[config.mk]
export PLATFORM = sky130hd
export DESIGN_NAME = ycbcr2rgb_pipe
export DESIGN_NICKNAME = d
export VERILOG_FILES = /design/src/rtl/ycc_pkg.sv /design/src/rtl/ycc_clip.sv /design/src/rtl/ycbcr2rgb_pipe.sv
export SDC_FILE = /design/constraint.sdc
export NUM_CORES = 1
export LEC_CHECK = 0
export ABC_CLOCK_PERIOD_IN_PS = 8950
export BUFFER_PORTS_ARGS = -buffer_cell sky130_fd_sc_hd__buf_2
export CAP_MARGIN = 20
export CORE_ASPECT_RATIO = 0.9
export CORE_MARGIN = 4
export CORE_UTILIZATION = 50
export DETAILED_ROUTE_END_ITERATION = 12
export PLACE_DENSITY_LB_ADDON = 0.05
export SLEW_MARGIN = 20
export SYNTH_ARGS = -nofsm -noshare
export SYNTH_HDL_FRONTEND = slang
export SYNTH_SLANG_ARGS = --single-unit
[constraint.sdc]
create_clock -name clk -period 8.95 [get_ports clk]
set_input_delay 0.895 -clock clk [delete_from_list [all_inputs] [get_ports clk]]
set_output_delay 0.895 -clock clk [all_outputs]
set_load 0.005 [all_outputs]
[src/rtl/ycc_pkg.sv]
// Shared constants for the YCbCr->RGB converter: matrix tables, offsets, mode bit positions.
package ycc_pkg;
    localparam int LAT      = 4;
    localparam int MODE_MAT = 0;
    localparam int MODE_RNG = 1;
    localparam int MODE_BYP = 2;
    localparam int CW       = 11;

    // Unsigned Q3.8 coefficients; G uses gcr/gcb as subtrahends.
    typedef struct packed {
        logic [CW-1:0] ky;
        logic [CW-1:0] rcr;
        logic [CW-1:0] gcr;
        logic [CW-1:0] gcb;
        logic [CW-1:0] bcb;
    } coef_t;

    localparam coef_t COEF_601L = '{ky: 11'd298, rcr: 11'd409, gcr: 11'd208, gcb: 11'd100, bcb: 11'd516};
    localparam coef_t COEF_709L = '{ky: 11'd298, rcr: 11'd459, gcr: 11'd136, gcb: 11'd55,  bcb: 11'd541};
    localparam coef_t COEF_601F = '{ky: 11'd256, rcr: 11'd359, gcr: 11'd183, gcb: 11'd88,  bcb: 11'd454};
    localparam coef_t COEF_709F = '{ky: 11'd256, rcr: 11'd403, gcr: 11'd120, gcb: 11'd48,  bcb: 11'd475};

    // mode = {range, matrix}
    function automatic coef_t coef_sel(input logic [1:0] mode);
        coef_t c;
        case (mode)
            2'b00:   c = COEF_601L;
            2'b01:   c = COEF_709L;
            2'b10:   c = COEF_601F;
            default: c = COEF_709F;
        endcase
        return c;
    endfunction

    function automatic int y_off(input int dw);
        return 16 << (dw - 8);
    endfunction

    function automatic int c_off(input int dw);
        return 1 << (dw - 1);
    endfunction
endpackage

[src/rtl/ycc_clip.sv]
// Combinational saturate of a signed value into the unsigned range [0, 2^DW-1].
// No state, no latency, no flow control.
module ycc_clip #(
    parameter int IW = 12,
    parameter int DW = 8
) (
    input  logic signed [IW-1:0] din,
    output logic        [DW-1:0] dout
);
    localparam logic signed [IW-1:0] MAXV = IW'((1 << DW) - 1);

    always_comb begin
        if (din[IW-1])
            dout = '0;
        else if (din > MAXV)
            dout = '1;
        else
            dout = din[DW-1:0];
    end
endmodule

[src/rtl/ycbcr2rgb_pipe.sv]
// YCbCr 4:4:4 -> RGB, 4-stage pipeline, one pixel per clock, no backpressure.
// Mode/bypass latched on frame start and carried with every pixel; sideband delayed 4 clocks unconditionally.
module ycbcr2rgb_pipe
    import ycc_pkg::*;
#(
    parameter int DW     = 8,
    parameter int SYNC_W = 3
) (
    input  logic              clk,
    input  logic              rst_n,
    input  logic [1:0]        i_mode,
    input  logic              i_bypass,
    input  logic              i_frame_start,
    input  logic              i_valid,
    input  logic [DW-1:0]     i_y,
    input  logic [DW-1:0]     i_cb,
    input  logic [DW-1:0]     i_cr,
    input  logic [SYNC_W-1:0] i_sync,
    output logic              o_valid,
    output logic [DW-1:0]     o_r,
    output logic [DW-1:0]     o_g,
    output logic [DW-1:0]     o_b,
    output logic [SYNC_W-1:0] o_sync,
    output logic [2:0]        o_mode_act
);
    localparam int SW = DW + 1;
    localparam int PW = DW + 12;
    localparam int RW = DW + 4;
    localparam logic [SW-1:0]        Y_OFF = SW'(y_off(DW));
    localparam logic [SW-1:0]        C_OFF = SW'(c_off(DW));
    localparam logic signed [PW-1:0] RND   = PW'(128);

    logic [2:0] act_mode, pix_mode;
    // A frame-start pixel already uses the mode presented with it.
    assign pix_mode = i_frame_start ? {i_bypass, i_mode} : act_mode;

    logic                 v1, v2, v3;
    logic [2:0]           m1, m2, m3;
    coef_t                k1;
    logic signed [SW-1:0] y1, cb1, cr1;
    logic [DW-1:0]        raw_y1, raw_cb1, raw_cr1, raw_y2, raw_cb2, raw_cr2;
    logic signed [PW-1:0] p_y, p_rcr, p_gcr, p_gcb, p_bcb;
    logic signed [PW-1:0] s_r, s_g, s_b;
    logic signed [RW-1:0] r3, g3, b3;
    logic [DW-1:0]        r_clip, g_clip, b_clip;
    logic [SYNC_W-1:0]    sync_dly [LAT];

    always_comb begin
        s_r = p_y + p_rcr + RND;
        s_g = p_y - p_gcr - p_gcb + RND;
        s_b = p_y + p_bcb + RND;
    end

    always_ff @(posedge clk) begin
        if (!rst_n) begin
            act_mode   <= '0;
            v1         <= 1'b0;
            v2         <= 1'b0;
            v3         <= 1'b0;
            o_valid    <= 1'b0;
            m1         <= '0;
            m2         <= '0;
            m3         <= '0;
            k1         <= '0;
            y1         <= '0;
            cb1        <= '0;
            cr1        <= '0;
            raw_y1     <= '0;
            raw_cb1    <= '0;
            raw_cr1    <= '0;
            raw_y2     <= '0;
            raw_cb2    <= '0;
            raw_cr2    <= '0;
            p_y        <= '0;
            p_rcr      <= '0;
            p_gcr      <= '0;
            p_gcb      <= '0;
            p_bcb      <= '0;
            r3         <= '0;
            g3         <= '0;
            b3         <= '0;
            o_r        <= '0;
            o_g        <= '0;
            o_b        <= '0;
            o_mode_act <= '0;
            for (int i = 0; i < LAT; i++) sync_dly[i] <= '0;
        end else begin
            if (i_frame_start) act_mode <= {i_bypass, i_mode};
            v1      <= i_valid;
            v2      <= v1;
            v3      <= v2;
            o_valid <= v3;
            sync_dly[0] <= i_sync;
            for (int i = 1; i < LAT; i++) sync_dly[i] <= sync_dly[i-1];

            if (i_valid) begin
                m1      <= pix_mode;
                k1      <= coef_sel(pix_mode[1:0]);
                y1      <= pix_mode[MODE_RNG] ? {1'b0, i_y} : {1'b0, i_y} - Y_OFF;
                cb1     <= {1'b0, i_cb} - C_OFF;
                cr1     <= {1'b0, i_cr} - C_OFF;
                raw_y1  <= i_y;
                raw_cb1 <= i_cb;
                raw_cr1 <= i_cr;
            end

            if (v1) begin
                m2      <= m1;
                p_y     <= PW'(y1)  * PW'($signed({1'b0, k1.ky}));
                p_rcr   <= PW'(cr1) * PW'($signed({1'b0, k1.rcr}));
                p_gcr   <= PW'(cr1) * PW'($signed({1'b0, k1.gcr}));
                p_gcb   <= PW'(cb1) * PW'($signed({1'b0, k1.gcb}));
                p_bcb   <= PW'(cb1) * PW'($signed({1'b0, k1.bcb}));
                raw_y2  <= raw_y1;
                raw_cb2 <= raw_cb1;
                raw_cr2 <= raw_cr1;
            end

            // Bypass values are zero-extended, so the clip stage passes them untouched.
            if (v2) begin
                m3 <= m2;
                if (m2[MODE_BYP]) begin
                    r3 <= RW'(raw_cr2);
                    g3 <= RW'(raw_y2);
                    b3 <= RW'(raw_cb2);
                end else begin
                    r3 <= RW'(s_r >>> 8);
                    g3 <= RW'(s_g >>> 8);
                    b3 <= RW'(s_b >>> 8);
                end
            end

            if (v3) begin
                o_r        <= r_clip;
                o_g        <= g_clip;
                o_b        <= b_clip;
                o_mode_act <= m3;
            end
        end
    end

    assign o_sync = sync_dly[LAT-1];

    ycc_clip #(.IW(RW), .DW(DW)) u_clip_r (.din(r3), .dout(r_clip));
    ycc_clip #(.IW(RW), .DW(DW)) u_clip_g (.din(g3), .dout(g_clip));
    ycc_clip #(.IW(RW), .DW(DW)) u_clip_b (.din(b3), .dout(b_clip));
endmodule
Yosys cells after proc, flatten, opt, wreduce, memory -nomap -nowiden:

Memory sizes are Yosys's and may differ from the RTL's.
Cells that the tools add are included.

* order comparisons: 3
* multiply operators: 5
* add/subtract/negate cells: 10
* equal/unequal tests: 2
* muxes and demuxes: 18
* reductions and logical operators: 1
* bitwise logic cells: 4

Operator list (count)
* $pmux 50 s3: 1
* $mul 9x12->20: 5
* $add 20x9->20 const B: 3
* $mux 8: 6
* $add 20x20->20: 2
* $sub 20x20->20: 2
* $gt 12x9->1 const B: 3
* $mux 12: 3
* $sub 8x8->9 const B: 2
* $mux 3: 5
* $mux 9: 1
* $sub 8x5->9 const B: 1
* $or 1x1->1: 4
* $eq 2x1->1 const B: 1
* $eq 2x2->1 const B: 1
* $logic_not 2->1: 1
* $mux 1: 2

* RAM bits: 12
* word-level logic and storage cells: 78
* output and inout port bits: 31
* register bits after elaboration: 309
* memories: 1
* input bits: 34

Memories
* sync_dly: words 4, bits a word 3, read ports 4, clocked after memory_dff 0, write ports 4, line ycbcr2rgb_pipe.sv:46 `logic [SYNC_W-1:0] sync_dly [LAT];`

Depth between registers and ports, before layout:

* depth after elaboration: 4
* mapped depth: 22
* depth with buffers taken out: 21

Cells and area by module:

From an unflattened synthesis, not the netlist that was laid out.

* cell total of the unflattened synthesis: 2573
* area total of the unflattened synthesis: 24011.8 µm²

Modules (own cells, without submodules)
* ycbcr2rgb_pipe: times used 1, seq. area each 5104.9 µm², area an instance 23734.0 µm², cells an instance 2516
* ycc_clip: times used 3, seq. area each 0.0 µm², area an instance 92.6 µm², cells an instance 19

Least setup slack after synthesis:

Ideal clock, no wire load.

* path kind: register to register
* start point: register k1[27] (netlist name)
* end point: register p_bcb[16]
* stages on the path, launching flop included: 21
* path buffers: 2
* setup time: 0.124 ns
* setup slack: 3.422 ns
* clock period less this slack: 5.528 ns
* data required time: 8.826 ns
* arrival time: 5.404 ns
* cell sequence: dfxtp_1 -> clkbuf_1 -> clkbuf_1 -> nand2_1 -> inv_1 -> fa_1 -> inv_1 -> fa_1 -> inv_1 -> fa_1 -> fa_1 -> fa_1 -> ha_1 -> and2_1 -> a311o_1 -> o311a_1 -> a311o_2 -> a21o_1 -> a21oi_2 -> xor2_1 -> o21ai_1

RTL lines
* end signal, assigned: line ycbcr2rgb_pipe.sv:113 `p_bcb <= PW'(cb1) * PW'($signed({1'b0, k1.bcb}));`
* end, declared: line ycbcr2rgb_pipe.sv:42 `logic signed [PW-1:0] p_y, p_rcr, p_gcr, p_gcb, p_bcb;`

==> impl_metrics.env <==
export IMPL_cts_max_level=1
export IMPL_synthCells=2610
export IMPL_p_per_area_nw_per_um2=131
export IMPL_cts_sinks=255
export IMPL_grt_usage_pct=23.4
export IMPL_yosys_warnings=0
export IMPL_synth_xor_area_share_pct=3.13
export IMPL_yosys_area_share_simple_pct=14.8
export IMPL_required_ns=9.37
export IMPL_diodes=0
export IMPL_status="completed"
export IMPL_cts_setup_buffers=0
export IMPL_maxCapViolCount=0
export IMPL_slew_viol_final=0
export IMPL_muxShareOfSynthArea_pct=6.31
export IMPL_worstPathCellList="nand2_1 -> inv_1 -> fa_1 -> inv_1 -> fa_1 -> inv_1 -> fa_1 -> fa_1 -> fa_1 -> ha_1 -> and2_1 -> a311o_1 -> o311a_1 -> a311o_2 -> a21o_1 -> a21oi_2 -> xor2_1 -> o21ai_1"
export IMPL_synth_edf_count=0
export IMPL_hp_class="reg2reg"
export IMPL_core_area_um2=47700
export IMPL_slowest_delay_ns=0.90
export IMPL_numPortBuffers=64
export IMPL_syn_cell_area_um2=24100
export IMPL_ys_ff_latch=255
export IMPL_hold_violations=0
export IMPL_critPathMaxFanout=21
export IMPL_arrival_ns=6.48
export IMPL_cp_end_kind="flip-flop"
export IMPL_synthAdderAreaFrac_pct=37.4
export IMPL_synth_flop_cell="dfxtp_1"
export IMPL_slowest_stage="dfxtp_1"
export IMPL_worstMarginPinSlew_ns=1.06
export IMPL_clk_pin_slew_worst_paths_ns=0.07
export IMPL_pre_cts_slack_ns=2.96
export IMPL_post_route_cell_area_um2=25900
export IMPL_grt_pass1_wl_mm=96.8
export IMPL_slew_headroom_pct=29.7
export IMPL_cts_resized=0
export IMPL_area_growth_pct=7.42
export IMPL_drc=0
export IMPL_ir_drop_v=0.000127
export IMPL_dieArea_um2=51800
export IMPL_num_nets_final=3247
export IMPL_skew_ns=0.0161
export IMPL_whs_ns=0.434
export IMPL_cts_buffer_depth=3
export IMPL_cts_tree="built"
export IMPL_wl_per_cell_um=18.4
export IMPL_fmax_ghz=0.165
export IMPL_initial_core_util_pct=50.5
export IMPL_post_route_min_period_ns=6.05
export IMPL_synth_top_family_by_area="adder cells"
export IMPL_n_fill_cell=4420
export IMPL_num_rows=76
export IMPL_critPathMostFrequentCell="fa_1"
export IMPL_grt_setup_unrepaired="false"
export IMPL_syn_nets=3247
export IMPL_via_per_inst=5.36
export IMPL_place_area_um2=24900
export IMPL_p_leak_nw=13.5
export IMPL_grt_pass1_vias=17600
export IMPL_via_count=17500
export IMPL_crit_type="reg2reg"
export IMPL_fin_crit_sh_pct=67.6
export IMPL_synth_seq_area_share_pct=21.2
export IMPL_synth_compound_area_share_pct=9.72
export IMPL_ant_nets=0
export IMPL_setup_tns_ns=0
export IMPL_cts_buffers=29
export IMPL_antenna_found_initial=0
export IMPL_routed_wl_mm=59.9
export IMPL_avgSynthCellArea_um2=9.23
export IMPL_grt_max_degree=74
export IMPL_cts_hold_buffers_added=0
export IMPL_io_pins=65
export IMPL_die_height_um=216
export IMPL_die_width_um=239
export IMPL_drt_iter0_markers=692
export IMPL_final_setup_viol_count=0
export IMPL_gr_total_overflow=0
export IMPL_ys_types=66
export IMPL_setup_slack_ns=2.90
export IMPL_drtPass1Iterations=5
export IMPL_async_flop_share_pct=0
export IMPL_multi_input_area_um2=17200
export IMPL_critPathLaunchType="flip-flop"
export IMPL_dpl_hpwl_mm=48.4
export IMPL_clk_insertion_delay_late_ns=0.58
export IMPL_globalplace_congestion=0.894
export IMPL_regArea_um2=5110
export IMPL_cts_root_buf="clkbuf_16"
export IMPL_drive_gt1_share_pct=5.59
path summary, 6_finish.rpt:
path	startpoint	endpoint	slack, ns	cells after the start
max	k1[27]	p_bcb[16]	2.90	18
max reg2reg	k1[27]	p_bcb[16]	2.90	18
min	sync_dly[1][2]	sync_dly[2][2]	0.43	1
min reg2reg	sync_dly[1][2]	sync_dly[2][2]	0.43	1
synthesized netlist by cell type (4+ instances only):
cell,number,share of area (%)
o21bai_1,8,0.25
nand3b_1,7,0.22
nand2b_1,21,0.55
o211ai_1,12,0.37
buf_1,5,0.078
or3_1,10,0.26
a31oi_1,15,0.39
inv_1,361,5.6
o211a_1,18,0.75
xnor2_1,53,1.9
o21a_1,14,0.44
fa_1,197,16
o31ai_1,6,0.19
nor2_1,104,1.6
clkbuf_1,110,1.7
and2_1,123,3.2
ha_1,406,21
nor2b_1,172,4.5
nand4_1,14,0.36
o31a_1,5,0.18
a211oi_1,14,0.44
a21o_1,28,0.87
nand3_1,20,0.42
nand2_1,158,2.5
mux2i_1,152,6.3
a21boi_0,9,0.28
and3_1,9,0.23
nor3_1,27,0.56
xor2_1,33,1.2
dfxtp_1,255,21
or2_2,4,0.10
a21oi_1,94,2.0
o21ai_0,88,1.8
a32oi_1,4,0.15
state kept, by name, summed over array words and instances (netlist names), 13 cells and up:
signal / count
k1: 13
p_gcb: 20
p_gcr: 20
p_bcb: 19
p_y: 19
p_rcr: 19
area by class of cell:
class | instances | area share, %
Clock buffer | 39 | 3.10
Multi-Input combinational cell | 1877 | 66.5
Timing Repair Buffer | 84 | 1.85
Tap cell | 624 | 3.02
Sequential cell | 255 | 19.7
Clock inverter | 13 | 0.580
Inverter | 363 | 5.26
kinds of logic after synthesis:
family                     Yosys count
xor gates and xnor gates            86
adders and majority gates          603
and+or+nand+nor                    679
DFF                                255
muxes                              152
buffers and inverters              478
AOI/OAI and AO/OA                  357
routing by layer:
layer	vias up	GRT usage (%)	wire, um
met5	-	0	0
met4	0	3.77	1090
met3	53	2.25	1710
met2	238	40.0	28600
met1	8539	32.8	28500
li1	8633	-	-
layout by cell type, fill, tap and decap left out, drive strengths merged, types with 15 or more instances in the layout:
cell / count
o211a: 18
nor3: 27
inv: 362
clkbuf: 39
buf: 84
xor2: 33
dfxtp: 255
nor2: 104
a31oi: 15
mux2i: 152
nand2: 158
nand3: 20
o21ai: 89
xnor2: 53
nor2b: 172
and2: 123
a21o: 28
nand2b: 21
a21oi: 95
ha: 406
fa: 197
critical path: cells and delay by family (launching register included):
family / cells / cell delay, ns
buf+inv: 3 / 0.35
simple gates: 2 / 0.37
compound gates: 6 / 1.52
xor+xnor: 1 / 0.18
flops: 1 / 0.90
fa+ha+maj: 6 / 2.55
where the power goes:
group	internal, W	switching [W]	total, W	leakage [nW]
Combinational	0.000391	0.000526	0.000917	10.9
Sequential	0.00119	0.0000738	0.00126	2.08
Clock	0.000713	0.000510	0.00122	0.472
stage by stage:
step                      power, W  std cells  utilization [%]
after floorplan            0.00193       2610                -
after global placement     0.00219       3203             52.2
after detailed placement   0.00220       3203             52.2
after CTS                  0.00345       3255             54.2
after global routing       0.00360       3255             54.2
final                      0.00340       3255             54.2
(Power assumes the default switching activity.)
